<file path="config.mk">
export PLATFORM = sky130hd
export DESIGN_NAME = tmds_rx_decoder
export DESIGN_NICKNAME = d
export VERILOG_FILES = /design/src/rtl/tmds_rx_decoder_pkg.sv /design/src/rtl/tmds_sym_decode.sv /design/src/rtl/tmds_rx_decoder.sv
export SDC_FILE = /design/constraint.sdc
export NUM_CORES = 1
export LEC_CHECK = 0
export CAP_MARGIN = 20
export CORE_AREA = 2 2 85 87
export DETAILED_ROUTE_END_ITERATION = 16
export DIE_AREA = 0 0 87 89
export PLACE_DENSITY = 0.77
export SLEW_MARGIN = 20
export SYNTH_ARGS = -nofsm -noshare
export SYNTH_HDL_FRONTEND = slang
export SYNTH_SLANG_ARGS = --single-unit
</file>
<file path="constraint.sdc">
create_clock -name sys_clk -period 3.7 [get_ports sys_clk]
set_clock_uncertainty 0.15 [all_clocks]
set_input_delay 0.37 -clock sys_clk [delete_from_list [all_inputs] [get_ports sys_clk]]
set_output_delay 0.37 -clock sys_clk [all_outputs]
set_load 0.005 [all_outputs]
</file>
<file path="src/rtl/tmds_rx_decoder_pkg.sv">
// tmds_rx_decoder_pkg
// Shared definitions for the TMDS receive channel:
//   - the four TMDS control tokens, also used by the transmit encoder
//   - the alignment FSM state encoding
//   - the decoded-symbol record passed from the symbol decoder to the top
//   - is_token(): true when a 10b symbol is one of the control tokens
package tmds_rx_decoder_pkg;

    localparam int NUM_OFS = 10;  // candidate bit offsets within the 20b window

    localparam logic [9:0] TOK_C00 = 10'h354;
    localparam logic [9:0] TOK_C01 = 10'h0AB;
    localparam logic [9:0] TOK_C10 = 10'h154;
    localparam logic [9:0] TOK_C11 = 10'h2AB;

    typedef enum logic [1:0] {
        ST_SEARCH  = 2'd0,
        ST_CONFIRM = 2'd1,
        ST_LOCKED  = 2'd2
    } state_e;

    typedef struct packed {
        logic       de;    // 1 = video data, 0 = control token
        logic [1:0] ctrl;  // {C1,C0}, meaningful when de = 0
        logic [7:0] data;  // pixel byte, meaningful when de = 1
    } dec_sym_t;

    function automatic logic is_token(input logic [9:0] sym);
        return (sym == TOK_C00) || (sym == TOK_C01) ||
               (sym == TOK_C10) || (sym == TOK_C11);
    endfunction

endpackage

</file>
<file path="src/rtl/tmds_sym_decode.sv">
// tmds_sym_decode
// Combinational 10b -> {de, ctrl, data} TMDS symbol decoder.
// Ports:
//   sym  in  10  aligned TMDS symbol
//   dec  out     decoded record; data is 0 for control tokens, ctrl is 0 for data
module tmds_sym_decode
    import tmds_rx_decoder_pkg::*;
(
    input  logic [9:0] sym,
    output dec_sym_t   dec
);

    logic [7:0] d;

    always_comb begin
        dec = '0;
        // bit 9 marks an inverted payload; undo it before the XOR/XNOR chain
        d   = sym[9] ? ~sym[7:0] : sym[7:0];
        case (sym)
            TOK_C00: dec.ctrl = 2'b00;
            TOK_C01: dec.ctrl = 2'b01;
            TOK_C10: dec.ctrl = 2'b10;
            TOK_C11: dec.ctrl = 2'b11;
            default: begin
                dec.de      = 1'b1;
                dec.data[0] = d[0];
                // bit 8 selects XOR (1) or XNOR (0) transition coding
                for (int i = 1; i < 8; i++) begin
                    dec.data[i] = sym[8] ? (d[i] ^ d[i-1]) : ~(d[i] ^ d[i-1]);
                end
            end
        endcase
    end

endmodule

</file>
<file path="src/rtl/tmds_rx_decoder.sv">
// tmds_rx_decoder
// One TMDS channel of a DVI/HDMI sink: finds word alignment on control tokens
// in an arbitrarily phased 10b deserializer stream and decodes aligned symbols.
// Ports:
//   sys_clk     in   1   pixel clock, rising edge
//   sys_rst_n   in   1   asynchronous active-low reset
//   raw_word    in  10   deserialized word, bit0 first on the wire
//   raw_vld     in   1   raw_word valid; all state advances only when high
//   dec_data    out  8   decoded pixel byte (dec_de = 1)
//   dec_ctrl    out  2   decoded {C1,C0} (dec_de = 0), held across data
//   dec_de      out  1   1 = data symbol, 0 = control token
//   dec_vld     out  1   decoded outputs valid, only while locked
//   locked      out  1   alignment lock status
//   bit_offset  out  4   alignment offset 0..9
module tmds_rx_decoder
    import tmds_rx_decoder_pkg::*;
#(
    parameter int LOCK_CNT     = 8,
    parameter int LOSS_TIMEOUT = 2048
) (
    input  logic       sys_clk,
    input  logic       sys_rst_n,
    input  logic [9:0] raw_word,
    input  logic       raw_vld,
    output logic [7:0] dec_data,
    output logic [1:0] dec_ctrl,
    output logic       dec_de,
    output logic       dec_vld,
    output logic       locked,
    output logic [3:0] bit_offset
);

    localparam int RUN_W  = $clog2(LOCK_CNT) + 1;
    localparam int LOSS_W = $clog2(LOSS_TIMEOUT) + 1;

    state_e            state_q, state_d;
    logic [9:0]        prev_q, prev_d;
    logic [3:0]        offset_q, offset_d;
    logic [RUN_W-1:0]  run_q, run_d;
    logic [LOSS_W-1:0] loss_q, loss_d;
    logic              locked_q, locked_d;
    logic              dec_vld_q, dec_vld_d;
    logic              dec_de_q, dec_de_d;
    logic [1:0]        dec_ctrl_q, dec_ctrl_d;
    logic [7:0]        dec_data_q, dec_data_d;

    // Current word on top of the previous one: symbol k starts k bits into prev.
    logic [19:0]                  win;
    logic [NUM_OFS-1:0][9:0]      sym_arr;
    logic [NUM_OFS-1:0]           tok_hit;
    logic [3:0]                   hit_ofs;
    logic                         sel_tok;
    dec_sym_t                     dec_sym;

    assign win = {raw_word, prev_q};

    for (genvar k = 0; k < NUM_OFS; k++) begin : g_ofs
        assign sym_arr[k] = win[k+9:k];
        assign tok_hit[k] = is_token(sym_arr[k]);
    end

    // Lowest offset wins when several alignments see a token.
    always_comb begin
        hit_ofs = '0;
        for (int k = NUM_OFS - 1; k >= 0; k--) begin
            if (tok_hit[k]) hit_ofs = 4'(k);
        end
    end

    assign sel_tok = tok_hit[offset_q];

    tmds_sym_decode u_sym_decode (
        .sym (sym_arr[offset_q]),
        .dec (dec_sym)
    );

    always_comb begin
        state_d  = state_q;
        prev_d   = prev_q;
        offset_d = offset_q;
        run_d    = run_q;
        loss_d   = loss_q;
        if (raw_vld) begin
            prev_d = raw_word;
            case (state_q)
                ST_SEARCH: begin
                    if (|tok_hit) begin
                        offset_d = hit_ofs;
                        run_d    = RUN_W'(1);
                        state_d  = ST_CONFIRM;
                    end
                end
                ST_CONFIRM: begin
                    if (!sel_tok) begin
                        // the failing word is dropped, not rescanned
                        run_d   = '0;
                        state_d = ST_SEARCH;
                    end else if (run_q >= RUN_W'(LOCK_CNT - 1)) begin
                        run_d   = RUN_W'(LOCK_CNT);
                        loss_d  = '0;
                        state_d = ST_LOCKED;
                    end else begin
                        run_d = run_q + RUN_W'(1);
                    end
                end
                ST_LOCKED: begin
                    // a token always clears the timer, so it can never coincide with timeout
                    if (sel_tok) begin
                        loss_d = '0;
                    end else if (loss_q >= LOSS_W'(LOSS_TIMEOUT - 1)) begin
                        loss_d  = LOSS_W'(LOSS_TIMEOUT);
                        run_d   = '0;
                        state_d = ST_SEARCH;
                    end else begin
                        loss_d = loss_q + LOSS_W'(1);
                    end
                end
                default: state_d = ST_SEARCH;
            endcase
        end
    end

    // Using the next state lets the word that completes the lock count be
    // emitted, and suppresses the word that triggers the timeout.
    always_comb begin
        locked_d   = (state_d == ST_LOCKED);
        dec_vld_d  = raw_vld && (state_d == ST_LOCKED);
        dec_de_d   = dec_de_q;
        dec_ctrl_d = dec_ctrl_q;
        dec_data_d = dec_data_q;
        if (dec_vld_d) begin
            dec_de_d   = dec_sym.de;
            dec_data_d = dec_sym.data;
            if (!dec_sym.de) dec_ctrl_d = dec_sym.ctrl;
        end
    end

    always_ff @(posedge sys_clk or negedge sys_rst_n) begin
        if (!sys_rst_n) begin
            state_q    <= ST_SEARCH;
            prev_q     <= '0;
            offset_q   <= '0;
            run_q      <= '0;
            loss_q     <= '0;
            locked_q   <= 1'b0;
            dec_vld_q  <= 1'b0;
            dec_de_q   <= 1'b0;
            dec_ctrl_q <= '0;
            dec_data_q <= '0;
        end else begin
            state_q    <= state_d;
            prev_q     <= prev_d;
            offset_q   <= offset_d;
            run_q      <= run_d;
            loss_q     <= loss_d;
            locked_q   <= locked_d;
            dec_vld_q  <= dec_vld_d;
            dec_de_q   <= dec_de_d;
            dec_ctrl_q <= dec_ctrl_d;
            dec_data_q <= dec_data_d;
        end
    end

    assign dec_data   = dec_data_q;
    assign dec_ctrl   = dec_ctrl_q;
    assign dec_de     = dec_de_q;
    assign dec_vld    = dec_vld_q;
    assign locked     = locked_q;
    assign bit_offset = offset_q;

endmodule

</file>
## Word-level counts from Yosys, hierarchy flattened

Cells that the tools add are included.
Widths: inputs -> output; s select.

| word-level totals | value |
|---|---|
| bits in registers | 45 |
| output and inout port bits | 17 |
| logic and storage cells | 165 |
| bits of input ports | 13 |

| operators by class | value |
|---|---|
| equality and inequality tests | 52 |
| reductions and logical operators | 40 |
| bitwise gates (word level) | 15 |
| add/subtract/negate cells | 2 |
| $lt $le $gt $ge | 3 |
| muxes and demuxes | 43 |

Operator list:

| kind | number |
|---|---|
| $eq 10x10->1 const B | 22 |
| $eq 10x8->1 const B | 11 |
| $eq 10x9->1 const B | 11 |
| $mux 4 | 15 |
| $mux 12 | 4 |
| $bmux 10 s4 | 1 |
| $logic_or 1x1->1 | 30 |
| $pmux 12 s2 | 1 |
| $mux 8 | 2 |
| $add 12x1->12 const B | 1 |
| $ge 12x11->1 const B | 1 |
| $mux 2 | 6 |
| $pmux 2 s3 | 2 |
| $pmux 4 s3 | 1 |
| $mux 10 | 1 |
| $ne 2x2->1 const B | 5 |
| $reduce_or 10->1 | 1 |
| $mux 1 | 9 |
| $not 8->8 | 1 |
| $not 1->1 | 7 |
| $xor 1x1->1 | 7 |
| $lt 4x5->1 const B | 1 |
| $reduce_and 5->1 | 1 |
| $add 4x1->4 const B | 1 |
| other kinds (12) | 13 |

## Longest topological paths before layout

| logic depth | value |
|---|---|
| depth after elaboration | 14 |
| mapped depth | 15 |
| gate-level depth less buffers | 12 |

## Cells and area by module

A second synthesis with hierarchy kept.

| second synthesis, totals | value |
|---|---|
| cells, all modules | 419 |
| area total of the unflattened synthesis | 3714.8 um^2 |

By module, submodules not included:

| module | area an instance (um^2) | times used | cells an instance |
|---|---|---|---|
| tmds_rx_decoder | 3329.4 | 1 | 375 |
| tmds_sym_decode | 385.4 | 1 | 44 |

## Least setup slack after synthesis

No wires, ideal clock.

| timing | value |
|---|---|
| path kind | flip-flop to flip-flop |
| from | register offset_q[0] (netlist: bit_offset[0]) |
| to | register dec_data_q[0] (netlist: dec_data[0]) |
| required time | 3.425 ns |
| arrival time | 2.719 ns |
| path buffers | 3 |
| cell stages (with the launch flop) | 14 |
| period minus slack after synthesis | 2.994 ns |
| slack | 0.706 ns |
| cell sequence | dfrtp_1 buf_2 buf_4 buf_2 mux2_2 a221oi_1 a21oi_1 inv_1 ha_1 and4_1 nand2_1 nand2_1 nor2_1 mux2_4 |

| on the way | value |
|---|---|
| longest elaborated chain between the ends | 7 |

RTL lines:

| what | RTL line | text |
|---|---|---|
| start: declaration | tmds_rx_decoder.sv:38 | `logic [3:0] offset_q, offset_d;` |
| start signal: assignment | tmds_rx_decoder.sv:153 | `offset_q <= offset_d;` |
| $bmux 1 s4 | tmds_rx_decoder.sv:70 | `assign sel_tok = tok_hit[offset_q];` |
| $mux 1 (not written as such) | tmds_rx_decoder.sv:70 |  |
| $mux 2, on equally long branches | tmds_rx_decoder.sv:108, tmds_rx_decoder.sv:94 |  |
| $pmux 2 s3 | tmds_rx_decoder.sv:85 | `case (state_q)` |
| $mux 2 | tmds_rx_decoder.sv:83 | `if (raw_vld) begin` |
| $eq 2x2->1 | tmds_rx_decoder.sv:127 | `dec_vld_d = raw_vld && (state_d == ST_LOCKED);` |
| $logic_and 1x1->1 | tmds_rx_decoder.sv:127 |  |
| end signal: assignment | tmds_rx_decoder.sv:160 | `dec_data_q <= dec_data_d;` |
| end: declaration | tmds_rx_decoder.sv:45 | `logic [7:0] dec_data_q, dec_data_d;` |

Several ways; a longest one is shown, not always the timed one. The select of a mux whose other input is x is not followed.
A chain may end at the register's enable or synchronous reset.

## Worst setup path in the final report

| timing | value |
|---|---|
| from | register offset_q[0] (netlist: bit_offset[0]) |
| to | register dec_data_q[3] (netlist: dec_data[3]) |

RTL lines:

| what | RTL line | text |
|---|---|---|
| $bmux 1 s4 * | tmds_rx_decoder.sv:70 |  |
| $mux 1 (not written as such) * | tmds_rx_decoder.sv:70 |  |
| $mux 2, on equally long branches | tmds_rx_decoder.sv:108, tmds_rx_decoder.sv:94 |  |
| $pmux 2 s3 * | tmds_rx_decoder.sv:85 |  |
| $mux 2 * | tmds_rx_decoder.sv:83 |  |
| $eq 2x2->1 * | tmds_rx_decoder.sv:127 |  |
| $logic_and 1x1->1 * | tmds_rx_decoder.sv:127 |  |
| named net dec_vld_d | tmds_rx_decoder.sv:42 | `logic dec_vld_q, dec_vld_d;` |

The timed path passes the listed nets; every way through them passes the cells marked *. The select of a mux whose other input is x is not followed.

==> results.txt <==
Outcome: finished clean
DP Area: 4430 µm²
Fin crit share: 0.926
Clk sinks: 45
Crit path from: bit_offset[0]
Min Clock Period, post-route: 3430 ps
Top FF cell, synth: dfrtp_1
Post_cts resized: 0
Ant diodes: 0
H-tree Lvls: 2
CTS tree: built
Global-route wire length before repair: 16.8 mm
Setup crit start kind: flip-flop
Root Driver: clkbuf_8
Final antenna-violating net count: 0
#FFs+latches synth: 45
Worst Hold Class: reg -> reg
Share of the synthesized area in the top cell type: 0.280
P_leak: 1.79 nW
Crit path capture: dec_data[3]
Critical-path top delay cell: dfrtp_1
Largest net degree at the start of global routing: 46
Grt total ovfl: 0
Layout Cells excl Fill: 565
Core area: 6720 µm²
FF-to-FF Start: bit_offset[0]
Initial antenna violation count: 0
Share of layout cells above drive strength 1: 0.175
CP arrival: 3480 ps
Post-CTS Setup Bufs: 0
Power per cell area: 535 nW/µm²
Avg Cell Area, Syn: 8.89 µm²
Post-synth cell types: 78
Final Util: 0.675
Syn Inst Count: 453
Max Buffers Root-to-Sink: 2
Sum Neg Setup Slack: 0 ps
Final Slew Violations: 0
Gp weighted congestion: 0.946
Syn_nets: 480
Tot Pwr: 2.43 mW
Die width: 87 µm
Post-synthesis sequential area ratio: 0.280
Critical-path maximum fanout: 17
CP peak stage delay: 700 ps
Vias/cell: 6.42
Max cap viols: 0
Starting density of the core: 0.599
Most common cell in the synthesized netlist: dfrtp_1
Worst VDD drop: 0.000643 V
Port Buf Inserts: 29
Via count: 3625
Post-CTS Hold Buffers: 0
RR Endpoint: dec_data[3]
Clock Pin Slew Worst Setup and Hold Paths: 100 ps
Die area: 7740 µm²
Nature of the critical path endpoint: flip-flop
Ordered cell list for the critical path: buf_4, nand3b_1, a2111oi_0, o211ai_1, o2111a_1, nand2_2, o2111ai_4, a22o_4, inv_8, mux2_4
Inserted Clock Buffers: 5
Die height: 89 µm
Ys Warns: 0
Site Rows: 30
Largest area contributor in the netlist: dfrtp_1
RSZ-0062 raised after global routing: false
Residual DRC count: 0
Post-DP HPWL: 7.48 mm
Synth top cells by count: 45 x dfrtp_1, 40 x nand2_1, 30 x nor2_1, 26 x o21ai_0, 24 x a21oi_1
Worst Setup Path Type: reg -> reg
Post-synth EDFFs: 0
Worst path required time: 3760 ps
Tot GR Track Use: 0.272
Final hold vios: 0
Worst-Margin Slew: 656 ps
Worst skew pair latency: 310 ps
Layout area overhead: 12.7%
Vias in the first global route: 3434
Fmax: 292 MHz
Final Cell Area: 4540 µm²
DRT Pass-1 Iters: 5
Setup-failing EPs final: 0
Async S/R FF share, synth: 1.00
Drt first-iter violations: 310
Post-Syn Area: 4030 µm²
WL final: 10.0 mm
Io pins: 30
DP Cell Count: 556
Drt wl/cell: 17.7 µm
R2r setup slk: 270 ps
Nets: 511
Worst R2R Path Depth: 10
Slew headroom: 0.562
Top post-synthesis cells by area: dfrtp_1 28%, mux2_2 5.6%, ha_1 4.4%
==> per-layer routing <==
metal  share of wire  up-vias  global-route usage
li1                -     1732                   -
met3           0.044       18              0.0360
met1            0.46     1755               0.375
met2            0.48      120               0.447
met5               0        -                   0
met4           0.019        0              0.0852
==> worst max-delay path, delay by kind of cell (launching register included) <==
family | cells | cell delay, ps
AO/OA/AOI/OAI | 5 | 1460
buffers and inverters | 2 | 430
flip-flops | 1 | 700
multiplexers | 1 | 310
AND/OR/NAND/NOR | 2 | 230
==> worst min path at each step <==
| stage | cells past startpoint | slack [ps] | startpoint | to |
|---|---|---|---|---|
| floorplan | 0 | -80 | sys_rst_n | bit_offset[0] |
| global placement | 2 | 320 | loss_q[11] | loss_q[11] |
| detailed placement | 2 | 320 | loss_q[11] | loss_q[11] |
| CTS | 1 | 130 | sys_rst_n | state_q[1] |
| global route | 2 | 380 | loss_q[11] | loss_q[11] |
| finish | 2 | 340 | loss_q[11] | loss_q[11] |
==> sequential cells by signal, indices dropped and copies added (netlist names) <==
name,count
dec_de,1
run_q,4
dec_ctrl,2
locked,1
dec_vld,1
dec_data,8
state_q,2
prev_q,10
loss_q,12
bit_offset,4
==> layout make-up <==
class	instances	area, µm²
clock inverter	3	25.0
multi-input combinational	355	2650
sequential	45	1130
fill	585	2180
clock buffer	5	68.8
timing repair buffer	54	478
inverter	23	93.8
tap	80	100
==> where the power goes <==
part	internal (mW)	total [mW]	leakage [nW]	switching, mW
clock network	0.137	0.335	0.0447	0.198
logic	0.688	1.45	1.17	0.766
registers	0.530	0.638	0.573	0.107
==> cells by family (layout without fill, tap and decap cells) <==
family / count (synthesis) / count (layout) / synth area share
compound gates: 106 / 106 / 0.188
xor+xnor: 11 / 11 / 0.0239
fa+ha+maj: 14 / 14 / 0.0435
buf+inv: 53 / 85 / 0.0631
flops: 45 / 45 / 0.280
mux: 40 / 40 / 0.136
simple gates: 184 / 184 / 0.266
==> per-stage QoR <==
stage / setup slack, ps / hold WS [ps]
final: 274 / 343
after global routing: 145 / 375
after CTS: 352 / 135
after detailed placement: 145 / 324
after global placement: 247 / 318
after floorplan: 706 / -75.6
==> layout by cell type (no fill, tap or decap), types with 6 or more instances in the layout <==
| master | count |
|---|---|
| dfrtp_1 | 45 |
| nand2_1 | 40 |
| nor2_1 | 30 |
| clkdlybuf4s50_1 | 28 |
| o21ai_0 | 26 |
| buf_4 | 25 |
| a21oi_1 | 24 |
| inv_1 | 22 |
| mux2_2 | 20 |
| nand2b_1 | 16 |
| ha_1 | 14 |
| nor2b_1 | 12 |
| nand4_1 | 10 |
| xnor2_1 | 10 |
| nor4_1 | 9 |
| mux2_4 | 9 |
| nand3b_1 | 9 |
| nor3_1 | 8 |
| o22ai_1 | 6 |
| mux4_2 | 6 |
| and2_1 | 6 |
| nand3_1 | 6 |
No activity file was read; power rests on OpenSTA's default activity.
